$ cat src/rtl/dso_host_pkg.sv
// Shared definitions for the DSO UART host command sequencer:
// FSM state encoding, acknowledge byte values and command opcodes.
package dso_host_pkg;

  typedef enum logic [2:0] {
    S_IDLE    = 3'd0,
    S_LOAD    = 3'd1,
    S_TX_WAIT = 3'd2,
    S_RX_WAIT = 3'd3,
    S_RX_CLR  = 3'd4,
    S_FIN     = 3'd5
  } host_state_e;

  // Single-byte replies returned by the scope for write/config commands.
  localparam logic [7:0] ACK_BYTE  = 8'hA5;
  localparam logic [7:0] NACK_BYTE = 8'hEE;

  // Command opcodes (first byte of every command word).
  localparam logic [7:0] DUMP_CH      = 8'h01;
  localparam logic [7:0] CFG_GAIN     = 8'h02;
  localparam logic [7:0] CFG_TRIG_LVL = 8'h03;
  localparam logic [7:0] CFG_TRIG_POS = 8'h04;
  localparam logic [7:0] SET_DEC      = 8'h05;
  localparam logic [7:0] CFG_TRIG     = 8'h06;
  localparam logic [7:0] CAL_OFF      = 8'h07;
  localparam logic [7:0] EEP_WR       = 8'h08;
  localparam logic [7:0] EEP_RD       = 8'h09;

  // True when a byte is one of the defined command opcodes.
  function automatic logic is_opcode(input logic [7:0] op);
    return (op >= DUMP_CH) && (op <= EEP_RD);
  endfunction

endpackage

$ cat src/rtl/dso_host_timeout.sv
// Inter-byte response timer: up-counter with synchronous clear, parallel
// load and a terminal-count flag raised when the count reaches
// TIMEOUT_CYC-1. The count holds at terminal count while enabled.
module dso_host_timeout #(
  parameter int TIMEOUT_CYC = 65536,
  localparam int CW = (TIMEOUT_CYC > 1) ? $clog2(TIMEOUT_CYC) : 1
) (
  input  logic          clk,
  input  logic          rst,
  input  logic          clr,
  input  logic          load,
  input  logic [CW-1:0] load_val,
  input  logic          en,
  output logic          tc
);

  localparam logic [CW-1:0] TC_VAL = CW'(TIMEOUT_CYC - 1);

  logic [CW-1:0] count;

  assign tc = (count == TC_VAL);

  // Count enabled cycles; clear has priority over load, load over count.
  always_ff @(posedge clk or posedge rst) begin
    if (rst) begin
      count <= {CW{1'b0}};
    end else if (clr) begin
      count <= {CW{1'b0}};
    end else if (load) begin
      count <= load_val;
    end else if (en && !tc) begin
      count <= count + CW'(1);
    end else begin
      count <= count;
    end
  end

endmodule

$ cat src/rtl/dso_cmd_host_seq.sv
// Host-side command sequencer for the DSO UART link.
// Sends a CMD_BYTES-wide command MSB byte first through a byte-level UART
// transmitter, then collects resp_len response bytes from the byte-level
// receiver with an inter-byte timeout.
// Optional build macro DSO_CMD_HOST_ACK_CHECK_EN adds a sticky nack output
// that flags a single-byte response other than the ACK byte, or a timeout.
module dso_cmd_host_seq
  import dso_host_pkg::*;
#(
  parameter int CMD_BYTES   = 3,
  parameter int RESP_MAX    = 512,
  parameter int TIMEOUT_CYC = 65536,
  localparam int LEN_W      = $clog2(RESP_MAX + 1)
) (
  input  logic                   clk,
  input  logic                   rst,
  input  logic [8*CMD_BYTES-1:0] cmd,
  input  logic [LEN_W-1:0]       resp_len,
  input  logic                   send_cmd,
  output logic                   busy,
  output logic [7:0]             tx_data,
  output logic                   trmt,
  input  logic                   tx_done,
  input  logic [7:0]             rx_data,
  input  logic                   rx_rdy,
  output logic                   clr_rx_rdy,
  output logic [7:0]             resp_byte,
  output logic                   resp_vld,
  output logic                   resp_last,
  output logic [LEN_W-1:0]       resp_cnt,
  output logic                   cmd_sent,
  output logic                   done,
  output logic                   timeout_err,
  output logic                   overrun_err
`ifdef DSO_CMD_HOST_ACK_CHECK_EN
  ,
  output logic                   nack
`endif
);

  localparam int CW  = 8 * CMD_BYTES;
  localparam int IW  = (CMD_BYTES > 1) ? $clog2(CMD_BYTES) : 1;
  localparam int TCW = (TIMEOUT_CYC > 1) ? $clog2(TIMEOUT_CYC) : 1;
  localparam logic [LEN_W-1:0] RESP_MAX_L = LEN_W'(RESP_MAX);
  localparam logic [IW-1:0]    LAST_IDX   = IW'(CMD_BYTES - 1);

  host_state_e      state;
  logic [CW-1:0]    cmd_sh;
  logic [IW-1:0]    byte_idx;
  logic [LEN_W-1:0] len_q;
  logic             tx_done_q;

  logic             tx_done_rise;
  logic             rx_take;
  logic             last_byte_done;
  logic [LEN_W-1:0] sat_len;
  logic [LEN_W-1:0] resp_cnt_nxt;
  logic             tmo_clr;
  logic             tmo_en;
  logic             tmo_tc;

  // Event decode: edge of tx_done, a fresh rx byte (ignoring the level still
  // visible while our own clear is in flight), and length saturation.
  always_comb begin
    tx_done_rise   = tx_done & ~tx_done_q;
    rx_take        = rx_rdy & ~clr_rx_rdy;
    last_byte_done = (state == S_TX_WAIT) && tx_done_rise && (byte_idx == LAST_IDX);
    resp_cnt_nxt   = resp_cnt + LEN_W'(1);
    if (resp_len > RESP_MAX_L) begin
      sat_len = RESP_MAX_L;
    end else begin
      sat_len = resp_len;
    end
  end

  // Timer restarts when the command finishes and on every captured byte;
  // it runs while waiting for a byte, including the post-capture gap.
  always_comb begin
    tmo_clr = last_byte_done || ((state == S_RX_WAIT) && rx_take);
    tmo_en  = ((state == S_RX_WAIT) && !rx_take) || (state == S_RX_CLR);
  end

  dso_host_timeout #(
    .TIMEOUT_CYC(TIMEOUT_CYC)
  ) u_timeout (
    .clk     (clk),
    .rst     (rst),
    .clr     (tmo_clr),
    .load    (1'b0),
    .load_val({TCW{1'b0}}),
    .en      (tmo_en),
    .tc      (tmo_tc)
  );

  // Main sequencer: command serialisation, response capture, error flags.
  always_ff @(posedge clk or posedge rst) begin
    if (rst) begin
      state       <= S_IDLE;
      cmd_sh      <= {CW{1'b0}};
      byte_idx    <= {IW{1'b0}};
      len_q       <= {LEN_W{1'b0}};
      tx_done_q   <= 1'b0;
      busy        <= 1'b0;
      tx_data     <= 8'h00;
      trmt        <= 1'b0;
      clr_rx_rdy  <= 1'b0;
      resp_byte   <= 8'h00;
      resp_vld    <= 1'b0;
      resp_last   <= 1'b0;
      resp_cnt    <= {LEN_W{1'b0}};
      cmd_sent    <= 1'b0;
      done        <= 1'b0;
      timeout_err <= 1'b0;
      overrun_err <= 1'b0;
    end else begin
      tx_done_q  <= tx_done;
      trmt       <= 1'b0;
      clr_rx_rdy <= 1'b0;
      resp_vld   <= 1'b0;
      resp_last  <= 1'b0;
      cmd_sent   <= 1'b0;
      done       <= 1'b0;
      case (state)
        S_IDLE: begin
          if (send_cmd) begin
            cmd_sh      <= cmd;
            len_q       <= sat_len;
            byte_idx    <= {IW{1'b0}};
            resp_cnt    <= {LEN_W{1'b0}};
            timeout_err <= 1'b0;
            overrun_err <= 1'b0;
            busy        <= 1'b1;
            state       <= S_LOAD;
          end
        end
        S_LOAD: begin
          tx_data <= cmd_sh[CW-1 -: 8];
          trmt    <= 1'b1;
          state   <= S_TX_WAIT;
          if (rx_take) begin
            clr_rx_rdy  <= 1'b1;
            overrun_err <= 1'b1;
          end
        end
        S_TX_WAIT: begin
          if (rx_take) begin
            clr_rx_rdy  <= 1'b1;
            overrun_err <= 1'b1;
          end
          if (tx_done_rise) begin
            if (byte_idx != LAST_IDX) begin
              cmd_sh   <= cmd_sh << 8;
              byte_idx <= byte_idx + IW'(1);
              state    <= S_LOAD;
            end else begin
              cmd_sent <= 1'b1;
              if (len_q == {LEN_W{1'b0}}) begin
                state <= S_FIN;
              end else begin
                state <= S_RX_WAIT;
              end
            end
          end
        end
        S_RX_WAIT: begin
          if (rx_take) begin
            resp_byte  <= rx_data;
            resp_vld   <= 1'b1;
            resp_last  <= (resp_cnt_nxt == len_q);
            resp_cnt   <= resp_cnt_nxt;
            clr_rx_rdy <= 1'b1;
            state      <= S_RX_CLR;
          end else if (tmo_tc) begin
            timeout_err <= 1'b1;
            state       <= S_FIN;
          end
        end
        S_RX_CLR: begin
          if (resp_cnt < len_q) begin
            state <= S_RX_WAIT;
          end else begin
            state <= S_FIN;
          end
        end
        S_FIN: begin
          done  <= 1'b1;
          busy  <= 1'b0;
          state <= S_IDLE;
        end
        default: begin
          busy  <= 1'b0;
          state <= S_IDLE;
        end
      endcase
    end
  end

`ifdef DSO_CMD_HOST_ACK_CHECK_EN
  // Acknowledge check: only single-byte responses are judged.
  always_ff @(posedge clk or posedge rst) begin
    if (rst) begin
      nack <= 1'b0;
    end else if ((state == S_IDLE) && send_cmd) begin
      nack <= 1'b0;
    end else if ((state == S_RX_WAIT) && (len_q == LEN_W'(1)) && rx_take) begin
      nack <= (rx_data != ACK_BYTE);
    end else if ((state == S_RX_WAIT) && (len_q == LEN_W'(1)) && tmo_tc) begin
      nack <= 1'b1;
    end else begin
      nack <= nack;
    end
  end
`endif

endmodule

$ cat config.mk
export PLATFORM = sky130hd
export DESIGN_NAME = dso_cmd_host_seq
export DESIGN_NICKNAME = d
export VERILOG_FILES = /design/src/rtl/dso_host_pkg.sv /design/src/rtl/dso_host_timeout.sv /design/src/rtl/dso_cmd_host_seq.sv
export SDC_FILE = /design/constraint.sdc
export NUM_CORES = 1
export LEC_CHECK = 0
export CORE_MARGIN = 4
export CORE_UTILIZATION = 53
export CTS_BUF_LIST = sky130_fd_sc_hd__clkbuf_4 sky130_fd_sc_hd__clkbuf_8 sky130_fd_sc_hd__clkbuf_16
export DETAILED_ROUTE_END_ITERATION = 10
export GPL_TIMING_DRIVEN = 0
export PLACE_DENSITY_LB_ADDON = 0.3
export SYNTH_ARGS = -nofsm -noshare
export SYNTH_HDL_FRONTEND = slang
export SYNTH_SLANG_ARGS = --single-unit
$ cat constraint.sdc
create_clock -name clk -period 3.9 [get_ports clk]
set_clock_uncertainty 0.15 [all_clocks]
set_input_delay 0.975 -clock clk [delete_from_list [all_inputs] [get_ports clk]]
set_output_delay 0.975 -clock clk [all_outputs]
set_load 0.02 [all_outputs]
== After elaboration in Yosys (flattened, before gate mapping) ==
Index checks and enable logic that the tools add are counted.
Word-level totals
  flip-flop bits (word level): 91
  latch bits: 0
  bits in writable memories: 0
  bits in read-only memories: 0
  bits of input ports: 47
  output and inout bits: 35
  word-level logic and storage cells: 111
  memories kept: 0
Operators by class
  add/subtract/negate cells: 3
  $mul: 0
  div/mod/pow operators: 0
  order comparisons: 2
  eq/ne operators: 17
  shift-type cells: 0
  multiplexer cells: 40
  bitwise operators: 5
  reductions and logical operators: 26
Operators by type and width (count)
  two-way mux 24 bit: 3
  one-hot mux 24 bit (2 select lines): 1
  two-way mux 16 bit: 2
  two-way mux 10 bit: 3
  two-way mux 3 bit: 7
  one-hot mux 10 bit (2 select lines): 1
  adder 16 x 1 -> 16 bit, second input constant: 1
  == test 16 bit, second input constant: 1
  two-way mux 1 bit: 15
  one-hot mux 3 bit (5 select lines): 1
  adder 10 x 1 -> 10 bit, second input constant: 1
  == test 10 bit: 1
  greater-than comparator 10 bit, second input constant: 1
  zero test 10 bit: 1
  < comparator 10 bit: 1
  inequality test 2 bit, second input constant: 5
  AND reduction 3 bit: 3
  AND reduction 4 bit: 2
  nonzero test 2 bit: 4
  == test 3 x 2 -> 1 bit, second input constant: 2
  == test 3 bit, second input constant: 2
  two-way mux 2 bit: 3
  inequality test 2 x 1 -> 1 bit, second input constant: 3
  one-hot mux 1 bit (2 select lines): 3
  other kinds (15): 26

== Logic depth before layout (Yosys ltp) ==
Gate-level depths: netlist (run 1).
  depth in word-level cells: 8
  mapped depth: 8
  mapped depth without buffers: 7

== Cells and area by module ==
A second synthesis (run 1) with hierarchy kept.
Second synthesis, totals
  cells, all modules: 539
  area, all modules: 5021.1 sq um
By module, submodules not included
  dso_cmd_host_seq: times used 1, cells each 394, area each 3774.9 sq um, sequential area each 1876.8 sq um
  dso_host_timeout: times used 1, cells each 145, area each 1246.2 sq um, sequential area each 400.4 sq um

== Worst setup path before layout (run 1) ==
Ideal clock, no wire load.
  path kind: in2reg
  start: input port rx_rdy
  end: register resp_last
  library setup time: 0.067 ns
  data arrival time: 2.262 ns
  data required time: 3.683 ns
  slack: 1.421 ns
  stages on the path: 5
  buffers on the path: 0
  cell sequence: nor2b_1 > nand2_1 > or4_1 > nor4_1 > o2111a_1
Between the ends
  longest elaborated chain between the ends: 3
Ends and longest elaborated chain
  start, declared: RTL line dso_cmd_host_seq.sv:25  | input logic rx_rdy,
  bitwise AND 1 bit: RTL line dso_cmd_host_seq.sv:66  | rx_take = rx_rdy & ~clr_rx_rdy;
  two-way mux 1 bit: RTL line dso_cmd_host_seq.sv:166  | if (rx_take) begin
  two-way mux 1 bit: RTL line dso_cmd_host_seq.sv:123  | case (state)
  end signal, assigned: RTL line dso_cmd_host_seq.sv:169  | resp_last <= (resp_cnt_nxt == len_q);
  end, declared: RTL line dso_cmd_host_seq.sv:29  | output logic resp_last,
No other way between the ends.
A chain may end at the register's enable or synchronous reset.

== Worst setup path in the final report (run 1) ==
  start: input port rx_rdy
  end: register resp_cnt[4]
Between the ends
  longest elaborated chain between the ends: 3
Ends and longest elaborated chain
  bitwise AND 1 bit: RTL line dso_cmd_host_seq.sv:66
  inequality test 2 bit (no line)
  AND reduction 3 bit (no line)
  end signal, assigned: RTL line dso_cmd_host_seq.sv:110  | resp_cnt <= {LEN_W{1'b0}};
  end signal, assigned: RTL line dso_cmd_host_seq.sv:129  | resp_cnt <= {LEN_W{1'b0}};
  end signal, assigned: RTL line dso_cmd_host_seq.sv:170  | resp_cnt <= resp_cnt_nxt;
  end, declared: RTL line dso_cmd_host_seq.sv:30  | output logic [LEN_W-1:0] resp_cnt,
No other way between the ends.

==> results.json, run 1 <==
{
  "place_congestion": 0.8856,
  "post_synth_num_cell_types": 51,
  "place_inst": 670,
  "area_growth_pct": 25.18,
  "cts_tree": "yes",
  "reg2regPathDepth": 8,
  "drc": 0,
  "critPathBufInv": 3,
  "clk_path_buf_depth": 2,
  "period_share_pct": 76.46,
  "place_hpwl_um": 7930,
  "antennaDiodeCount": 0,
  "hold_viol": 0,
  "cts_buffers": 9,
  "die_area_mm2": 0.01025,
  "fin_nets": 636,
  "vias": 3847,
  "crit_arrival_ns": 3.07,
  "synth_area_per_cell_um2": 9.538,
  "synth-edff-count": 0,
  "ys.warnings.count": 0,
  "syn_nets": 543,
  "power.density_mw_per_mm2": 644.1,
  "ir_drop_mv": 0.3488,
  "synth_area_leaders": "dfrtp_1, nand2_1, o21ai_0",
  "grt_overflow_total": 0,
  "clk_latency_ns": 0.36,
  "cts_sinks": 91,
  "root_buffer": "clkbuf_8",
  "wire_per_inst_um": 15.53,
  "syn_area_mm2": 0.004607,
  "h-tree-depth": 3,
  "tightest_slew_ns": 0.7654,
  "power_leakage_uw": 0.002642,
  "grt_max_degree": 72,
  "async_flop_share_pct": 100.0,
  "yosys-top-cells-count": "dfrtp_1, nand2_1, o21ai_0",
  "start_kind": "input pin",
  "viasPerCell": 5.608,
  "max-cap-violations": 0,
  "dpl_cell_area_mm2": 0.005579,
  "first_pass_iters": 4,
  "synth.largest_area_cell": "dfrtp_1",
  "ant_nets": 0,
  "drt_iter0_markers": 244,
  "groute.usage.overall_pct": 21.71,
  "hold_buffers": 0,
  "synth_top_cell_area_share_pct": 49.43,
  "rows": 33,
  "ys_seq_area_share_pct": 49.43,
  "fp.coreArea_mm2": 0.008341,
  "grt_pass1_wl_um": 17950,
  "endpoint_kind": "flop",
  "clkTransAtPathRegs_ns": 0.10,
  "postCtsSetupBuffers": 0,
  "fp.dieH_um": 101.2,
  "ys_ff_latch": 91,
  "path_depth": 8,
  "slowest_stage": "clkdlybuf4s50_1",
  "rsz0062_at_grt": "false",
  "portBuffers": 81,
  "drive_gt1_share_pct": 6.024,
  "min_path_type": "reg -> reg",
  "wl_um": 10660,
  "critPathTopFamily": "buffers and inverters",
  "synth_ff_type": "dfrtp_1",
  "start_util_pct": 55.24,
  "grt_pass1_vias": 3803,
  "critPathMaxFanout": 10,
  "io_pins": 82,
  "fin_cells": 686,
  "fmax_mhz": 335.4,
  "drv_slew": 0,
  "min_period_ns": 2.982,
  "slowest_delay_ns": 0.51,
  "setup_viol": 0,
  "dieWidth_um": 101.2,
  "cts_resized": 0,
  "finalInstanceArea_mm2": 0.005767,
  "path_class": "in -> reg",
  "p_total_uw": 3714,
  "fin_hold_ws_ns": 0.3332,
  "path_cells": "clkdlybuf4s50_1 > nor2b_1 > nand2_1 > inv_1 > clkbuf_1 > a21oi_1 > o21ai_0 > o31ai_1",
  "slew_headroom_pct": 48.63,
  "antenna_found_initial": 0,
  "syn_inst": 483,
  "fill_cells": 659,
  "hold_path_depth": 2,
  "status": "complete, no violations",
  "worstPathRequired_ns": 3.99
}
-- worst reg2reg max path: cells and delay by family (launching register included) --
family	cells	cell delay [ns]
AOI/OAI and AO/OA	3	0.93
buffers and inverters	3	0.47
DFF	1	0.37
and+or+nand+nor	2	0.30
-- path summary, 6_finish.rpt --
| path | startpoint | endpoint | slack, ns |
|---|---|---|---|
| min in group asynchronous | rst | resp_byte[7] | 0.75 |
| setup / recovery | rx_rdy | resp_cnt[4] | 0.92 |
| hold / removal | resp_byte[0] | resp_byte[0] | 0.33 |
| hold reg to reg | resp_byte[0] | resp_byte[0] | 0.33 |
| max in group asynchronous | rst | u_timeout.count[1] | 2.23 |
| setup reg to reg | state[1] | resp_cnt[4] | 1.59 |
-- report_power, final --
part,switching [uW],internal (uW),leakage (uW)
Combinational,910,711,0.00136
Clock,373,248,0.0000971
Sequential,225,1250,0.00119
-- cells in the final DEF, fill, tap and decap left out, types with 3 or more instances in the layout --
cell and instances:
nor3b_1 4, or4_1 3, inv_6 4, o21ai_0 56, dfrtp_1 91, a21oi_1 15
nor3_1 6, nand2_1 91, mux2i_1 19, nand4_1 7, o31ai_1 7, nand3_1 14
a22o_1 3, clkbuf_1 15, nor4_1 3, inv_1 16, or3_1 4, and2_1 7
mux2_2 10, and4_1 6, xnor2_1 8, nand2b_1 8, clkdlybuf4s50_1 81, ha_1 13
clkbuf_8 9, and3_1 9, xor2_1 8, nor2_1 21
-- cells by family after synthesis --
logic type / after synthesis / share of synthesized area [%]
xor gates and xnor gates: 16 / 3.042
muxes: 29 / 6.573
AOI/OAI and AO/OA: 104 / 13.61
and+or+nand+nor: 192 / 20.42
DFF: 91 / 49.43
adders and majority gates: 13 / 3.531
buffers and inverters: 38 / 3.395
-- flip-flops by register name, summed over array words and instances, names as in the netlist --
name and cells:
done 1, tx_done_q 1, cmd_sent 1, resp_byte 8
tx_data 8, busy 1, timeout_err 1, trmt 1
byte_idx 2, clr_rx_rdy 1, resp_vld 1, cmd_sh 24
state 3, u_timeout.count 16, len_q 10, resp_cnt 10
resp_last 1, overrun_err 1
-- area by class of cell --
cell class                      count  area, um2  share of cell area (%)
Buffer                             21      92.59                   1.606
Clock buffer                        9      123.9                   2.148
Clock inverter                      7      63.81                   1.107
Inverter                           17      66.31                   1.150
Multi-Input combinational cell    354       2173                   37.69
Sequential cell                    91       2277                   39.49
Tap cell                          105      131.4                   2.278
Timing Repair Buffer               82      838.3                   14.54
-- layer usage --
metal | part of all wire (%) | global-route usage, % | wire (um)
met5 | 0 | 0 | 0
met4 | 1.3 | 6.544 | 143
met3 | 5.8 | 5.785 | 623
met2 | 49 | 36.32 | 5178
met1 | 44 | 27.71 | 4711
-- through the flow --
step	worst slack (ns)	util (%)	TNS (ns)
after floorplan	0.4114	-	0
after global placement	-0.9313	66.53	-84.29
after detailed placement	0.5951	66.89	0
after CTS	0.9537	69.14	0
after global routing	0.8001	69.14	0
final	0.9182	69.14	0
Power figures use the tool's default switching activity.
==> run 2, diff against run 1 <==
- clock period: 3.9 -> 2.75 ns (I/O delays scaled with it)
==> run 2 against run 1 <==
Effect of this change: final area is 0.78% higher; power increased by 45%; utilization increased by 0.54 points; highest routed layer unchanged; hold slack lost 0.00057 ns; clock power is 63% higher; sequential cell count is the same; largest power group unchanged.
==> results.json, run 2 (synthesized netlist as in run 1, its figures left out) <==
{
  "place_inst": 671,
  "power_leakage_uw": 0.002656,
  "top_register": "cmd_sh",
  "sw_frac_of_total_pct": 38.86,
  "start_util_pct": 55.24,
  "fp.coreArea_mm2": 0.008341,
  "h-tree-depth": 3,
  "hold_viol": 0,
  "rr_startpoint": "resp_cnt[0]",
  "grt_max_degree": 38,
  "power_frac_comb_pct": 42.7,
  "endpoint_kind": "flop",
  "clk_latency_ns": 0.35,
  "worstSetupStartpoint": "rx_rdy",
  "power_frac_clock_pct": 18.8,
  "p_sw_uw": 2097,
  "antennaDiodeCount": 0,
  "portBuffers": 81,
  "path_cells": "clkdlybuf4s50_1 > nor2b_1 > nand2_1 > or4_1 > nor4_1 > o2111a_1",
  "place_hpwl_um": 7735,
  "critPathBufInv": 1,
  "clk_path_buf_depth": 2,
  "grt_overflow_total": 0,
  "crit_arrival_ns": 2.76,
  "critPathMaxFanout": 3,
  "rows": 33,
  "reg_top3": "cmd_sh (24), u_timeout.count (16)",
  "groute.usage.overall_pct": 21.27,
  "final_cell_mix": "nand2_1, dfrtp_1, clkdlybuf4s50_1",
  "wl_um": 10350,
  "tns_ns": 0,
  "wire_per_inst_um": 15.09,
  "met2_length_um": 5048,
  "min_period_ns": 2.624,
  "wl_met3_um": 541,
  "worstPathRequired_ns": 2.88,
  "slowest_stage": "or4_1",
  "internal_power_uw": 3300,
  "min_path_type": "reg -> reg",
  "largest_reg_flops": 24,
  "antenna_found_initial": 0,
  "postCtsSetupBuffers": 0,
  "finalInstanceArea_mm2": 0.005812,
  "period_share_pct": 95.42,
  "path_class": "in -> reg",
  "p_total_uw": 5397,
  "viasPerCell": 5.640,
  "place_congestion": 0.8986,
  "hold_buffers": 0,
  "vias": 3869,
  "cts_resized": 0,
  "slew_headroom_pct": 52.69,
  "dpl_cell_area_mm2": 0.005593,
  "cts_buffers": 9,
  "drv_slew": 0,
  "tightest_slew_ns": 0.7050,
  "grt_pass1_vias": 3846,
  "rsz0062_at_grt": "false",
  "area_growth_pct": 26.15,
  "ant_nets": 0,
  "ir_drop_mv": 0.5809,
  "dieWidth_um": 101.2,
  "cts_sinks": 91,
  "status": "complete, no violations",
  "fin_cells": 686,
  "drt_iter0_markers": 193,
  "critPathTopFamily": "simple AND/OR/NAND/NOR gates",
  "fin_util_pct": 69.68,
  "power.density_mw_per_mm2": 928.6,
  "fp.dieH_um": 101.2,
  "die_area_mm2": 0.01025,
  "setup_viol": 0,
  "timing.hold.worst.start": "cmd_sh[22]",
  "m1WireLength_um": 4602,
  "root_buffer": "clkbuf_8",
  "grt_pass1_wl_um": 17620,
  "cts_tree": "yes",
  "slowest_delay_ns": 0.54,
  "drive_gt1_share_pct": 6.196,
  "drc": 0,
  "fin_nets": 636,
  "clkTransAtPathRegs_ns": 0.09,
  "io_pins": 82,
  "fmax_mhz": 381.1,
  "top_layer": "met4",
  "pwr-share-seq_pct": 38.5,
  "first_pass_iters": 5,
  "start_kind": "input pin",
  "max-cap-violations": 0
}
## run 2: cell count changes in the layout (fill, tap and decap cells not counted)
cell and change:
buf_16 -1, bufinv_16 +2, inv_4 -1, clkinvlp_4 +2, clkbuf_1 -1, clkinv_4 -1, inv_6 -2, clkinv_2 +1
inv_8 -1, buf_12 +2
## run 2: final timing paths
| kind | depth (start not counted) | endpoint | slack (ns) |
|---|---|---|---|
| hold / removal | 2 | cmd_sh[22] | 0.33 |
| hold reg to reg | 2 | cmd_sh[22] | 0.33 |
| setup / recovery | 6 | resp_last | 0.13 |
| min in group asynchronous | 2 | resp_byte[6] | 0.55 |
| setup reg to reg | 7 | resp_last | 0.48 |
| max in group asynchronous | 4 | tx_data[1] | 1.12 |
## run 2: per-layer routing
layer | up-vias | GRT usage (%)
met5 | - | 0
met4 | 0 | 7.464
met3 | 14 | 3.788
met2 | 96 | 35.61
met1 | 1868 | 27.90
li1 | 1891 | -
## run 2: per-stage QoR
stage	hold slack (ns)	worst slack [ns]
2_1_floorplan	0.2944	0.5587
3_3_place_gp	0.3080	-0.2166
6_report	0.3326	0.1259
5_1_grt	0.3669	0.04720
3_5_place_dp	0.3130	-0.2606
4_1_cts	0.3350	0.1329
## run 2: worst reg2reg max path, delay by kind of cell, from the launching register on
family | cells | cell delay (ns)
buffers and inverters | 1 | 0.31
xor gates and xnor gates | 1 | 0.17
adders and majority gates | 1 | 0.18
DFF | 1 | 0.46
and+or+nand+nor | 3 | 0.69
AOI/OAI and AO/OA | 1 | 0.25
## run 2: layout make-up
| cell class | count | area [um2] |
|---|---|---|
| clock buffer | 9 | 123.9 |
| multi-input combinational | 354 | 2173 |
| timing repair buffer | 83 | 850.8 |
| fill | 654 | 2529 |
| clock inverter | 7 | 98.84 |
| tap | 105 | 131.4 |
| inverter | 17 | 67.56 |
| sequential | 91 | 2277 |
| buffer | 20 | 88.84 |
## run 2: power groups by stage
stage / clock (uW) / combinational (uW) / sequential [uW]
after detailed placement: 0 / 2310 / 2100
after global placement: 0 / 2220 / 2080
after global routing: 1090 / 2550 / 2140
after CTS: 1030 / 2330 / 2080
after floorplan: 0 / 1380 / 2210
final: 1010 / 2310 / 2080
==> run 3, diff against run 2 <==
- CTS_CLUSTER_SIZE: default -> 30
==> results of run 3 <==
Same layout as run 2: the final DEF is identical, and so are final timing and power.
